[src/rtl/wb_local_arb_pkg.sv]
// rtl/wb_local_arb_pkg.sv - shared state encoding and widths for the local-bus arbiter
package wb_local_arb_pkg;

  localparam int MAX_REQ = 4;
  localparam int DATA_W  = 8;
  localparam int ADDR_W  = 8;
  localparam int IDX_W   = $clog2(MAX_REQ);

  typedef enum logic [1:0] {
    IDLE,
    ISSUE,
    WAIT,
    RESP
  } arb_state_e;

endpackage

[src/rtl/wb_rr_pick.sv]
// rtl/wb_rr_pick.sv - round-robin picker, search starts at the port after last_idx
module wb_rr_pick
  import wb_local_arb_pkg::*;
#(
  parameter int NUM_REQ = 2
) (
  input  logic [NUM_REQ-1:0] req,
  input  logic [IDX_W-1:0]   last_idx,
  output logic               valid,
  output logic [IDX_W-1:0]   grant_idx
);

  logic [MAX_REQ-1:0] req_ext;
  logic [IDX_W-1:0]   cand;

  assign req_ext = MAX_REQ'(req);

  // Walk from the farthest candidate to the nearest so the nearest hit wins.
  always_comb begin
    valid     = 1'b0;
    grant_idx = '0;
    cand      = '0;
    for (int off = NUM_REQ; off >= 1; off--) begin
      cand = IDX_W'((int'(last_idx) + off) % NUM_REQ);
      if (req_ext[cand]) begin
        valid     = 1'b1;
        grant_idx = cand;
      end
    end
  end

endmodule

[src/rtl/wb_local_arbiter.sv]
// rtl/wb_local_arbiter.sv - round-robin arbiter of NUM_REQ requesters onto one local command port
// Optional watchdog in WAIT enabled by WB_LOCAL_ARB_TIMEOUT_EN.
module wb_local_arbiter
  import wb_local_arb_pkg::*;
#(
  parameter int NUM_REQ        = 2,
  parameter int TIMEOUT_CYCLES = 255
) (
  input  logic                    wb_clk_i,
  input  logic                    wb_rst_i,
  input  logic [NUM_REQ-1:0]      req_valid,
  input  logic [NUM_REQ-1:0]      req_we,
  input  logic [NUM_REQ*8-1:0]    req_addr,
  input  logic [NUM_REQ*8-1:0]    req_wdata,
  output logic [NUM_REQ-1:0]      req_ready,
  output logic [NUM_REQ-1:0]      rsp_valid,
  output logic [DATA_W-1:0]       rsp_rdata,
  output logic                    rsp_err,
  output logic [ADDR_W-1:0]       address,
  output logic [DATA_W-1:0]       wr_data,
  output logic                    wr_en,
  output logic                    rd_en,
  input  logic                    xfer_done,
  input  logic                    xfer_req,
  input  logic [DATA_W-1:0]       rd_data
);

  arb_state_e         state_q, state_d;
  logic [IDX_W-1:0]   last_q, last_d;
  logic [IDX_W-1:0]   win_q, win_d;
  logic               we_q, we_d;
  logic [ADDR_W-1:0]  addr_q, addr_d;
  logic [DATA_W-1:0]  wdata_q, wdata_d;
  logic [DATA_W-1:0]  rdata_q, rdata_d;
  logic               wr_en_q, wr_en_d;
  logic               rd_en_q, rd_en_d;

  logic               pick_valid;
  logic [IDX_W-1:0]   pick_idx;
  logic [MAX_REQ-1:0] we_ext;
  logic [MAX_REQ-1:0] win_onehot;
  logic [ADDR_W-1:0]  addr_arr  [MAX_REQ];
  logic [DATA_W-1:0]  wdata_arr [MAX_REQ];

  assign we_ext     = MAX_REQ'(req_we);
  assign win_onehot = MAX_REQ'(1) << win_q;

  for (genvar g = 0; g < MAX_REQ; g++) begin : g_unpack
    if (g < NUM_REQ) begin : g_port
      assign addr_arr[g]  = req_addr[g*8 +: 8];
      assign wdata_arr[g] = req_wdata[g*8 +: 8];
    end else begin : g_pad
      assign addr_arr[g]  = '0;
      assign wdata_arr[g] = '0;
    end
  end

  wb_rr_pick #(.NUM_REQ(NUM_REQ)) u_pick (
    .req       (req_valid),
    .last_idx  (last_q),
    .valid     (pick_valid),
    .grant_idx (pick_idx)
  );

`ifdef WB_LOCAL_ARB_TIMEOUT_EN
  logic [7:0] wd_cnt_q, wd_cnt_d;
  logic       err_q, err_d;
  logic       timeout;

  assign timeout = (wd_cnt_q == 8'(TIMEOUT_CYCLES - 1));
  assign rsp_err = err_q;

  always_comb begin
    wd_cnt_d = '0;
    if (state_q == WAIT) wd_cnt_d = wd_cnt_q + 8'd1;
    err_d = err_q;
    if (state_q == WAIT) begin
      if (xfer_done)    err_d = 1'b0;
      else if (timeout) err_d = 1'b1;
    end
  end

  always_ff @(posedge wb_clk_i) begin
    if (wb_rst_i) begin
      wd_cnt_q <= '0;
      err_q    <= 1'b0;
    end else begin
      wd_cnt_q <= wd_cnt_d;
      err_q    <= err_d;
    end
  end
`else
  logic [31:0] unused_timeout_cfg;
  assign unused_timeout_cfg = 32'(TIMEOUT_CYCLES);
  assign rsp_err = 1'b0;
`endif

  always_comb begin
    state_d = state_q;
    last_d  = last_q;
    win_d   = win_q;
    we_d    = we_q;
    addr_d  = addr_q;
    wdata_d = wdata_q;
    rdata_d = rdata_q;
    wr_en_d = 1'b0;
    rd_en_d = 1'b0;
    case (state_q)
      IDLE: begin
        if (pick_valid && xfer_req) begin
          state_d = ISSUE;
          win_d   = pick_idx;
          last_d  = pick_idx;
          we_d    = we_ext[pick_idx];
          addr_d  = addr_arr[pick_idx];
          wdata_d = wdata_arr[pick_idx];
          wr_en_d = we_ext[pick_idx];
          rd_en_d = !we_ext[pick_idx];
        end
      end
      ISSUE: state_d = WAIT;
      WAIT: begin
        // Completion outranks a watchdog expiry landing in the same cycle.
        if (xfer_done) begin
          state_d = RESP;
          rdata_d = we_q ? '0 : rd_data;
        end
`ifdef WB_LOCAL_ARB_TIMEOUT_EN
        else if (timeout) begin
          state_d = RESP;
          rdata_d = '0;
        end
`endif
      end
      RESP:    state_d = IDLE;
      default: state_d = IDLE;
    endcase
  end

  always_ff @(posedge wb_clk_i) begin
    if (wb_rst_i) begin
      state_q <= IDLE;
      last_q  <= IDX_W'(NUM_REQ - 1);
      win_q   <= '0;
      we_q    <= 1'b0;
      addr_q  <= '0;
      wdata_q <= '0;
      rdata_q <= '0;
      wr_en_q <= 1'b0;
      rd_en_q <= 1'b0;
    end else begin
      state_q <= state_d;
      last_q  <= last_d;
      win_q   <= win_d;
      we_q    <= we_d;
      addr_q  <= addr_d;
      wdata_q <= wdata_d;
      rdata_q <= rdata_d;
      wr_en_q <= wr_en_d;
      rd_en_q <= rd_en_d;
    end
  end

  assign address   = addr_q;
  assign wr_data   = wdata_q;
  assign wr_en     = wr_en_q;
  assign rd_en     = rd_en_q;
  assign rsp_rdata = rdata_q;
  assign req_ready = (state_q == ISSUE) ? NUM_REQ'(win_onehot) : '0;
  assign rsp_valid = (state_q == RESP)  ? NUM_REQ'(win_onehot) : '0;

endmodule

[config.mk]
export PLATFORM = sky130hd
export DESIGN_NAME = wb_local_arbiter
export DESIGN_NICKNAME = d
export VERILOG_FILES = /design/src/rtl/wb_local_arb_pkg.sv /design/src/rtl/wb_rr_pick.sv /design/src/rtl/wb_local_arbiter.sv
export SDC_FILE = /design/constraint.sdc
export NUM_CORES = 1
export LEC_CHECK = 0
export ABC_AREA = 1
export BUFFER_PORTS_ARGS = -buffer_cell sky130_fd_sc_hd__buf_2
export CAP_MARGIN = 20
export CORE_UTILIZATION = 49
export CTS_CLUSTER_SIZE = 10
export DETAILED_ROUTE_END_ITERATION = 16
export PLACE_DENSITY = 0.88
export SYNTH_ARGS = -nofsm -noshare
export SYNTH_HDL_FRONTEND = slang
export SYNTH_SLANG_ARGS = --single-unit
[constraint.sdc]
create_clock -name wb_clk_i -period 4.2 [get_ports wb_clk_i]
set_clock_uncertainty 0.1 [all_clocks]
set_input_delay 0.42 -clock wb_clk_i [delete_from_list [all_inputs] [get_ports wb_clk_i]]
set_output_delay 0.42 -clock wb_clk_i [all_outputs]
set_load 0.01 [all_outputs]
==> metrics.csv, run 1 <==
metric,value,unit
outcome,finished clean,
Slew Limit Fails,0,
R2R Path End,rsp_rdata[4]$_SDFFE_PP0P_,
ant diodes,0,
drt total wl,3.36,mm
Worst Path Required,3.68,ns
maximum net fanout on the critical path,4,
post-synth top area share,37.8,%
Die Y,59.9,µm
Max Cap Viol,0,
"Largest stage delay, worst path",0.39,ns
via density per instance,4.35,
worst min path class,in -> reg,
Final GP Congestion,0.781,
clock root cell,clkbuf_4,
Leakage,1.24,nW
WHS Path Cells,3,
Netlist cell types,20,
"worst slack, placed",2.61,ns
Post-Syn Area,1640,µm²
Sum Neg Setup Slack,0,ns
cell chain of the critical path,"inv_1, ha_1, nand2_1, inv_1, buf_2",
CORE AREA,3100,µm²
Yosys top cell by area,dfxtp_1,
CTS sink count,31,
number of global-route vias before repair,1415,
endpoints failing setup,0,
clk_lat worst skew,0.33,ns
H-Tree Depth,2,
ranking of synthesized cells by area,"dfxtp_1 (38%), nand2_1 (20%), nor2_1 (13%)",
hold_buf cts,0,
Post-DP HPWL,2.49,mm
final core utilization,67.3,%
Global Route met2 Usage,37.6,%
PwrDens,462,nW/µm²
min Tclk post-route,1.73,ns
Synthesis Warnings,0,
Overflow after GRT,0,
"most used cell, CP",inv_1,
flop2flop setup slack,2.69,ns
worst-case clock buffer depth,2,
Main synth FF type,dfxtp_1,
Post-DP Area,2020,µm²
DR vias,1671,
Worst path slowest cell,dfxtp_1,
RSZ-0062 raised after global routing,no,
Hold Path Sink,rsp_rdata[2]$_SDFFE_PP0P_,
Die W,59.9,µm
Rel. slew slack,56.0,%
met3 Use GR,6.93,%
largest net degree at the start of global routing,34,
initial drt markers,44,
first-pass GRT wire length,5.55,mm
"Avg Cell Area, Syn",6.21,µm²
crit path kind,reg -> out,
Starting Density,52.9,%
setup bufs post-CTS,0,
initial antenna violation count,0,
Fin. Hold Viols,0,
reg-to-reg startpoint,state_q[0]$_SDFFE_PP0P_,
CP endpoint kind,primary output,
"EDFF count, synth",0,
fmax,0.578,GHz
DRC viols,0,
Post-synth ARST share,0,%
fraction of layout cells with a size suffix above 1,27.4,%
Mapped Nets,317,
Nets,392,
Synth top cells by count,"nand2_1 (86), nor2_1 (55), inv_1 (45)",
CP startpoint kind,flip-flop,
most common cell in the netlist,nand2_1,
Critical Path AT,1.21,ns
IO buf count,77,
Ports,79,
FILL cells,304,
Routed Antenna Nets,0,
WL/cell,8.74,µm
VDD IR-drop max,0.256,mV
1st-pass router iterations,4,
post-route cell area,2090,µm²
"Seq/Total Area, Yosys",37.8,%
Row Count,20,
Worst-Margin Slew,0.659,ns
GR peak layer,met2,
Clock transition at path regs,0.09,ns
min-delay src,rd_data[2],
final worst path period share,41.2,%
worst reg2reg path depth,6,
Layout area overhead,27.3,%
die area,3580,µm²
GRT Overall Usage,20.8,%
worst setup slack after layout,2.47,ns
M1 GR Usage,21.3,%
Cells after Synth,264,
Seq cells post-synth,31,
TritonCTS Buffers,5,
CTS tree,built,
Post-CTS Resized,0,
area by class of cell:
class / count / area, µm² / area share [%]
Tap cell: 44 / 55.1 / 2.64
Clock inverter: 1 / 7.51 / 0.359
Sequential cell: 31 / 621 / 29.7
Clock buffer: 7 / 65.1 / 3.12
Multi-Input combinational cell: 177 / 778 / 37.3
Inverter: 47 / 176 / 8.45
Timing Repair Buffer: 77 / 385 / 18.5
report_power, final:
group          leakage, nW  switching (mW)  internal (mW)
Clock               0.0375           0.104         0.0978
Sequential           0.254          0.0325          0.353
Combinational        0.945           0.231          0.147
Total                 1.24           0.368          0.597
metal layers:
layer / part of all wire, % / wire (µm) / vias to the layer above
met4: 2.0 / 68 / 0
met1: 42 / 1420 / 686
li1: - / - / 918
met2: 50 / 1660 / 58
met5: 0 / 0 / -
met3: 6.1 / 203 / 9
metrics by stage:
| step | hold WS [ns] | std cells | power, mW |
|---|---|---|---|
| 2_1_floorplan | 0.342 | 264 | 0.675 |
| 3_3_place_gp | 0.352 | 376 | 0.764 |
| 3_5_place_dp | 0.354 | 376 | 0.774 |
| 4_1_cts | 0.242 | 384 | 0.977 |
| 5_1_grt | 0.233 | 384 | 1.05 |
| 6_report | 0.260 | 384 | 0.965 |
cells in the final DEF (no fill, tap or decap), types with 5 or more instances in the layout:
master,Yosys,routed
nand2_1,86,86
buf_2,4,77
nor2_1,55,55
inv_1,45,45
dfxtp_1,31,31
nand3_1,11,11
a21oi_1,10,10
ha_1,5,5
clkbuf_4,0,5
state kept, by name, summed over array words and instances, names as in the netlist:
name and count:
address 8, rsp_rdata 8, wr_data 8, state_q 2, last_q 1, rd_en 1, we_q 1, win_q 1
wr_en 1
critical path: cells and delay by family, from the launching register on:
| kind | cells | cell delay, ns |
|---|---|---|
| DFF | 1 | 0.39 |
| adders and majority gates | 1 | 0.19 |
| buffers and inverters | 3 | 0.24 |
| and+or+nand+nor | 1 | 0.06 |
cell families (layout without fill, tap and decap cells):
kind of cell,count (synthesis),count (layout),synth area share [%]
DFF,31,31,37.8
other,1,1,0.229
AOI/OAI and AO/OA,14,14,4.73
adders and majority gates,5,5,3.81
buffers and inverters,56,132,14.7
and+or+nand+nor,157,157,38.7
worst max path at each step:
stage / start / slack [ns] / end
after global routing: state_q[1]$_SDFFE_PP0P_ / 2.37 / req_ready[1]
final: state_q[1]$_SDFFE_PP0P_ / 2.47 / req_ready[1]
after floorplan: state_q[0]$_SDFFE_PP0P_ / 2.82 / address[3]$_SDFFE_PP0P_
after detailed placement: wb_rst_i / 2.61 / we_q$_SDFFE_PP0P_
after CTS: state_q[1]$_SDFFE_PP0P_ / 2.45 / req_ready[0]
after global placement: wb_rst_i / 2.67 / we_q$_SDFFE_PP0P_
Note: power is estimated with default switching activity, not from simulation.
==> inputs of run 2 (changes only) <==
- ABC_AREA: 1 -> 0
- CORE_UTILIZATION: 49 -> 39
- PLACE_DENSITY: 0.88 -> 0.78
- clock period: 4.2 -> 1.45 ns (I/O delays scaled with it)
==> run 2 against run 1 <==
Non-clock buffer count is 15 higher. Global-route usage fell by 1.9 points. Via count shrank 14%. Sequential power rose to 3.0 times the previous value. Synthesized cell count fell by 44%. Routed wire length grew 11%. Setup slack got worse by 2.5 ns. Total power increased to 3.4 times the previous value. Combinational power increased to 4.2 times the previous value. Highest routed layer unchanged.
==> metrics.csv, run 2 <==
metric,value,unit
Slew Limit Fails,0,
1st-pass router iterations,4,
endpoints failing setup,0,
Mapped Nets,202,
Netlist cell types,29,
Nets,289,
Critical Path AT,1.20,ns
Row Count,21,
most common cell in the netlist,dfxtp_1,
cell chain of the critical path,"buf_6, ha_4, and2_4, buf_6",
worst setup slack after layout,0.000664,ns
setup bufs post-CTS,0,
ant diodes,0,
worst min path class,in -> reg,
CP startpoint kind,flip-flop,
CP endpoint kind,primary output,
initial drt markers,38,
ranking of synthesized cells by area,"dfxtp_1 (43%), mux2i_1 (13%), a211oi_1 (10%)",
"most used cell, CP",buf_6,
Cells after Synth,149,
Worst path slowest cell,dfxtp_2,
Seq cells post-synth,31,
Clock transition at path regs,0.10,ns
Final GP Congestion,0.679,
via density per instance,5.08,
most frequent cells in the layout,"buf_2 (74), dfxtp_1 (29), mux2i_1 (18)",
Power Total,3.26,mW
clk_lat worst skew,0.33,ns
"Largest stage delay, worst path",0.34,ns
largest net degree at the start of global routing,27,
Max Cap Viol,0,
final core utilization,64.5,%
Rel. slew slack,62.4,%
crit path kind,reg -> out,
Worst-Margin Slew,0.563,ns
IO buf count,77,
Routed Antenna Nets,0,
worst-case clock buffer depth,2,
"worst slack, placed",-0.0730,ns
FILL cells,306,
final worst path period share,100,%
sw frac,36.6,%
Overflow after GRT,0,
Internal,2.07,mW
"Avg Cell Area, Syn",9.60,µm²
Ports,79,
Yosys top cell by area,dfxtp_1,
Worst Path Required,1.21,ns
CORE AREA,3420,µm²
Post-DP HPWL,2.45,mm
WL/cell,13.2,µm
outcome,finished clean,
die area,3910,µm²
DR vias,1432,
worst path buffer plus inverter count,2,
fin cells,282,
Layout area overhead,54.1,%
Net Sw Power,1.19,mW
GRT Overall Usage,18.9,%
"EDFF count, synth",0,
register area,623,µm²
drt total wl,3.72,mm
Post-Syn Area,1430,µm²
PwrDens,1480,nW/µm²
Fin. Hold Viols,0,
Post-synth ARST share,0,%
Synth top cells by count,"dfxtp_1 (31), a211oi_1 (19), mux2i_1 (18)",
CTS tree,built,
Clock power frac,15.9,%
TritonCTS Buffers,5,
first-pass GRT wire length,5.86,mm
initial antenna violation count,0,
Die Y,62.6,µm
Starting Density,41.9,%
placed cells,267,
VDD IR-drop max,0.796,mV
min Tclk post-route,1.45,ns
Main synth FF type,dfxtp_1,
clock root cell,clkbuf_4,
post-synth top area share,43.4,%
Die W,62.6,µm
RSZ-0062 raised after global routing,yes,
"Seq/Total Area, Yosys",43.4,%
fmax,0.690,GHz
Seq pwr share,36.0,%
Synthesis Warnings,0,
H-Tree Depth,2,
"commonest non-fill, non-tap cell in the layout",buf_2,
Top delay family on crit path,flip-flops,
Leakage,1.04,nW
area of the multi-input gates,863,µm²
CTS sink count,31,
fraction of layout cells with a size suffix above 1,52.5,%
maximum net fanout on the critical path,2,
DRC viols,0,
number of global-route vias before repair,1380,
Comb power frac,48.2,%
[run 2: metal layers]
metal	GRT usage [%]	routed length, µm
met1	19.9	1530
met2	35.1	1880
met3	6.93	271
met4	4.36	30
met5	0	0
[run 2: cell families after synthesis]
family	Yosys count	synth area share, %
other	1	0.262
multiplexers	18	12.6
buffers and inverters	15	6.21
AND/OR/NAND/NOR	46	16.9
adder cells (fa/ha/maj)	5	4.37
flip-flops	31	43.4
AO/OA/AOI/OAI	33	16.3
[run 2: layout make-up]
cell class | instances | area share (%)
Inverter | 3 | 0.511
Clock buffer | 6 | 2.33
Multi-Input combinational cell | 103 | 39.2
Sequential cell | 31 | 28.3
Timing Repair Buffer | 92 | 26.9
Tap cell | 46 | 2.61
Clock inverter | 1 | 0.227
[run 2: worst paths after layout]
kind / startpoint / end / slack, ns / depth (start not counted)
setup / recovery: state_q[0]$_SDFFE_PP0P_ / rsp_valid[1] / 0.0007 / 4
hold / removal: rd_data[0] / rsp_rdata[0]$_SDFFE_PP0P_ / 0.01 / 3
setup reg to reg: state_q[1]$_SDFFE_PP0P_ / wr_data[5]$_SDFFE_PP0P_ / 0.02 / 5
hold reg to reg: rsp_rdata[1]$_SDFFE_PP0P_ / rsp_rdata[1]$_SDFFE_PP0P_ / 0.35 / 2
[run 2: metrics by stage]
step	TNS [ns]	area, µm²	hold WS, ns
floorplan	-0.286	1430	0.214
global placement	0	1870	0.329
detailed placement	-0.702	1870	0.334
CTS	-0.127	2070	0.00481
global route	-0.0954	2200	0.000383
finish	0	2200	0.0103
[run 2: worst min-delay path, delay by kind of cell]
kind            cells  cell delay [ns]
compound gates      1             0.06
buf+inv             1             0.10
simple gates        1             0.08
[run 2: power groups by stage]
stage / combinational [mW] / sequential (mW) / clock [mW]
finish: 1.57 / 1.17 / 0.517
CTS: 1.39 / 1.16 / 0.519
global route: 1.72 / 1.19 / 0.558
detailed placement: 1.19 / 1.17 / 0
floorplan: 0.685 / 1.23 / 0
global placement: 1.15 / 1.17 / 0
[run 2: timing repair]
item | CTS | global route
hold endpoints to repair | 7 | 0
gates resized for setup | 9 | 28
pin swaps | 0 | 1
endpoints found under the setup margin | 21 | 22
cloned | 1 | 0
hold buffers | 7 | 0
==> inputs of run 3 (changes only) <==
- RECOVER_POWER: unset -> 50
==> run 3 against run 2 <==
Via count increased by 0.49%. First-iteration DRC count up 2.6%. Global-route usage unchanged. Final cell count stayed put. Total power is 1.2% lower. Critical path depth stayed put. Flip-flop and latch count unchanged. Count of clock-buffer cells in the layout is the same. Non-clock buffer count is the same. Critical endpoint unchanged. Largest power group unchanged.
==> metrics.csv, run 3 (same netlist as run 2, synthesis figures left out) <==
metric,value,unit
outcome,finished clean,
Post-DP Area,1870,µm²
area of the multi-input gates,863,µm²
Post-DP HPWL,2.45,mm
min Tclk post-route,1.44,ns
Layout area overhead,52.0,%
maximum net fanout on the critical path,2,
Slew Limit Fails,0,
die area,3910,µm²
Critical Path AT,1.20,ns
1st-pass router iterations,4,
post-route cell area,2170,µm²
first-pass GRT wire length,5.86,mm
GRT Overall Usage,18.9,%
Ports,79,
"most used cell, CP",buf_6,
"worst slack, placed",-0.0730,ns
initial drt markers,39,
Worst-Margin Slew,0.566,ns
DRC viols,0,
cell chain of the critical path,"buf_6, ha_4, and2_4, buf_6",
"commonest non-fill, non-tap cell in the layout",buf_2,
clk_lat worst skew,0.32,ns
Leakage,0.941,nW
worst setup slack after layout,0.00789,ns
final core utilization,63.6,%
Worst Path Required,1.21,ns
H-Tree Depth,2,
initial antenna violation count,0,
fmax,0.693,GHz
Clock transition at path regs,0.10,ns
CP endpoint kind,primary output,
Overflow after GRT,0,
ant diodes,0,
setup bufs post-CTS,0,
clock root cell,clkbuf_4,
placed cells,267,
FILL cells,323,
CP startpoint kind,flip-flop,
drt total wl,3.72,mm
Worst path slowest cell,dfxtp_2,
PwrDens,1480,nW/µm²
WL/cell,13.2,µm
worst path buffer plus inverter count,2,
register area,623,µm²
most frequent cells in the layout,"buf_2 (50), dfxtp_1 (29), clkbuf_1 (24)",
VDD IR-drop max,0.786,mV
"Largest stage delay, worst path",0.34,ns
Starting Density,41.9,%
Max Cap Viol,0,
final worst path period share,99.5,%
number of global-route vias before repair,1380,
largest net degree at the start of global routing,27,
Die Y,62.6,µm
via density per instance,5.10,
IO buf count,77,
DR vias,1439,
Rel. slew slack,62.2,%
endpoints failing setup,0,
worst-case clock buffer depth,2,
Routed Antenna Nets,0,
Fin. Hold Viols,0,
RSZ-0062 raised after global routing,yes,
CORE AREA,3420,µm²
worst min path class,in -> reg,
TritonCTS Buffers,5,
Final GP Congestion,0.679,
Die W,62.6,µm
fraction of layout cells with a size suffix above 1,42.4,%
Sum Neg Setup Slack,0,ns
Top delay family on crit path,flip-flops,
CTS sink count,31,
CTS tree,built,
crit path kind,reg -> out,
fin cells,282,
Row Count,21,
Nets,289,
==> run 3: path summary, 6_finish.rpt <==
kind         slack (ns)  cells past startpoint                         to                 startpoint
max               0.008                      4               rsp_valid[1]    state_q[0]$_SDFFE_PP0P_
min reg2reg        0.36                      2  rsp_rdata[1]$_SDFFE_PP0P_  rsp_rdata[1]$_SDFFE_PP0P_
min                0.02                      3  rsp_rdata[0]$_SDFFE_PP0P_                 rd_data[0]
max reg2reg        0.02                      5    wr_data[5]$_SDFFE_PP0P_    state_q[1]$_SDFFE_PP0P_
==> run 3: tightest hold or removal path: cells and delay by family <==
| family | cells | cell delay (ns) |
|---|---|---|
| AOI/OAI and AO/OA | 1 | 0.06 |
| buffers and inverters | 1 | 0.10 |
| and+or+nand+nor | 1 | 0.08 |
==> run 3: where the power goes <==
group / internal, mW / total [mW] / switching, mW
Combinational: 0.757 / 1.54 / 0.779
Clock: 0.224 / 0.509 / 0.285
Sequential: 1.05 / 1.18 / 0.125
==> run 3: layout make-up <==
| type | count | area share (%) |
|---|---|---|
| Clock buffer | 6 | 2.36 |
| Clock inverter | 1 | 0.230 |
| Inverter | 3 | 0.518 |
| Multi-Input combinational cell | 103 | 39.7 |
| Sequential cell | 31 | 28.7 |
| Tap cell | 46 | 2.65 |
| Timing Repair Buffer | 92 | 25.8 |
==> run 3: what timing repair did <==
item / 4_1_cts / 5_1_grt
resized for setup: 9 / 28
endpoints found under the hold margin: 7 / 0
hold buffers: 7 / 0
pin swaps: 0 / 1
gates cloned: 1 / 0
endpoints found under the setup margin: 21 / 22
==> run 3: metal layers <==
metal,global-route usage (%),wire length (µm),vias up
met5,0,0,-
met4,4.36,14,0
met3,6.93,283,2
met2,35.1,1890,71
met1,19.9,1530,661
li1,-,-,705
==> run 3: per-stage QoR <==
stage / hold WS (ns) / power (mW)
after global placement: 0.329 / 2.32
after detailed placement: 0.334 / 2.36
after floorplan: 0.214 / 1.92
final: 0.0168 / 3.22
after CTS: 0.00481 / 3.07
after global routing: 0.000383 / 3.45
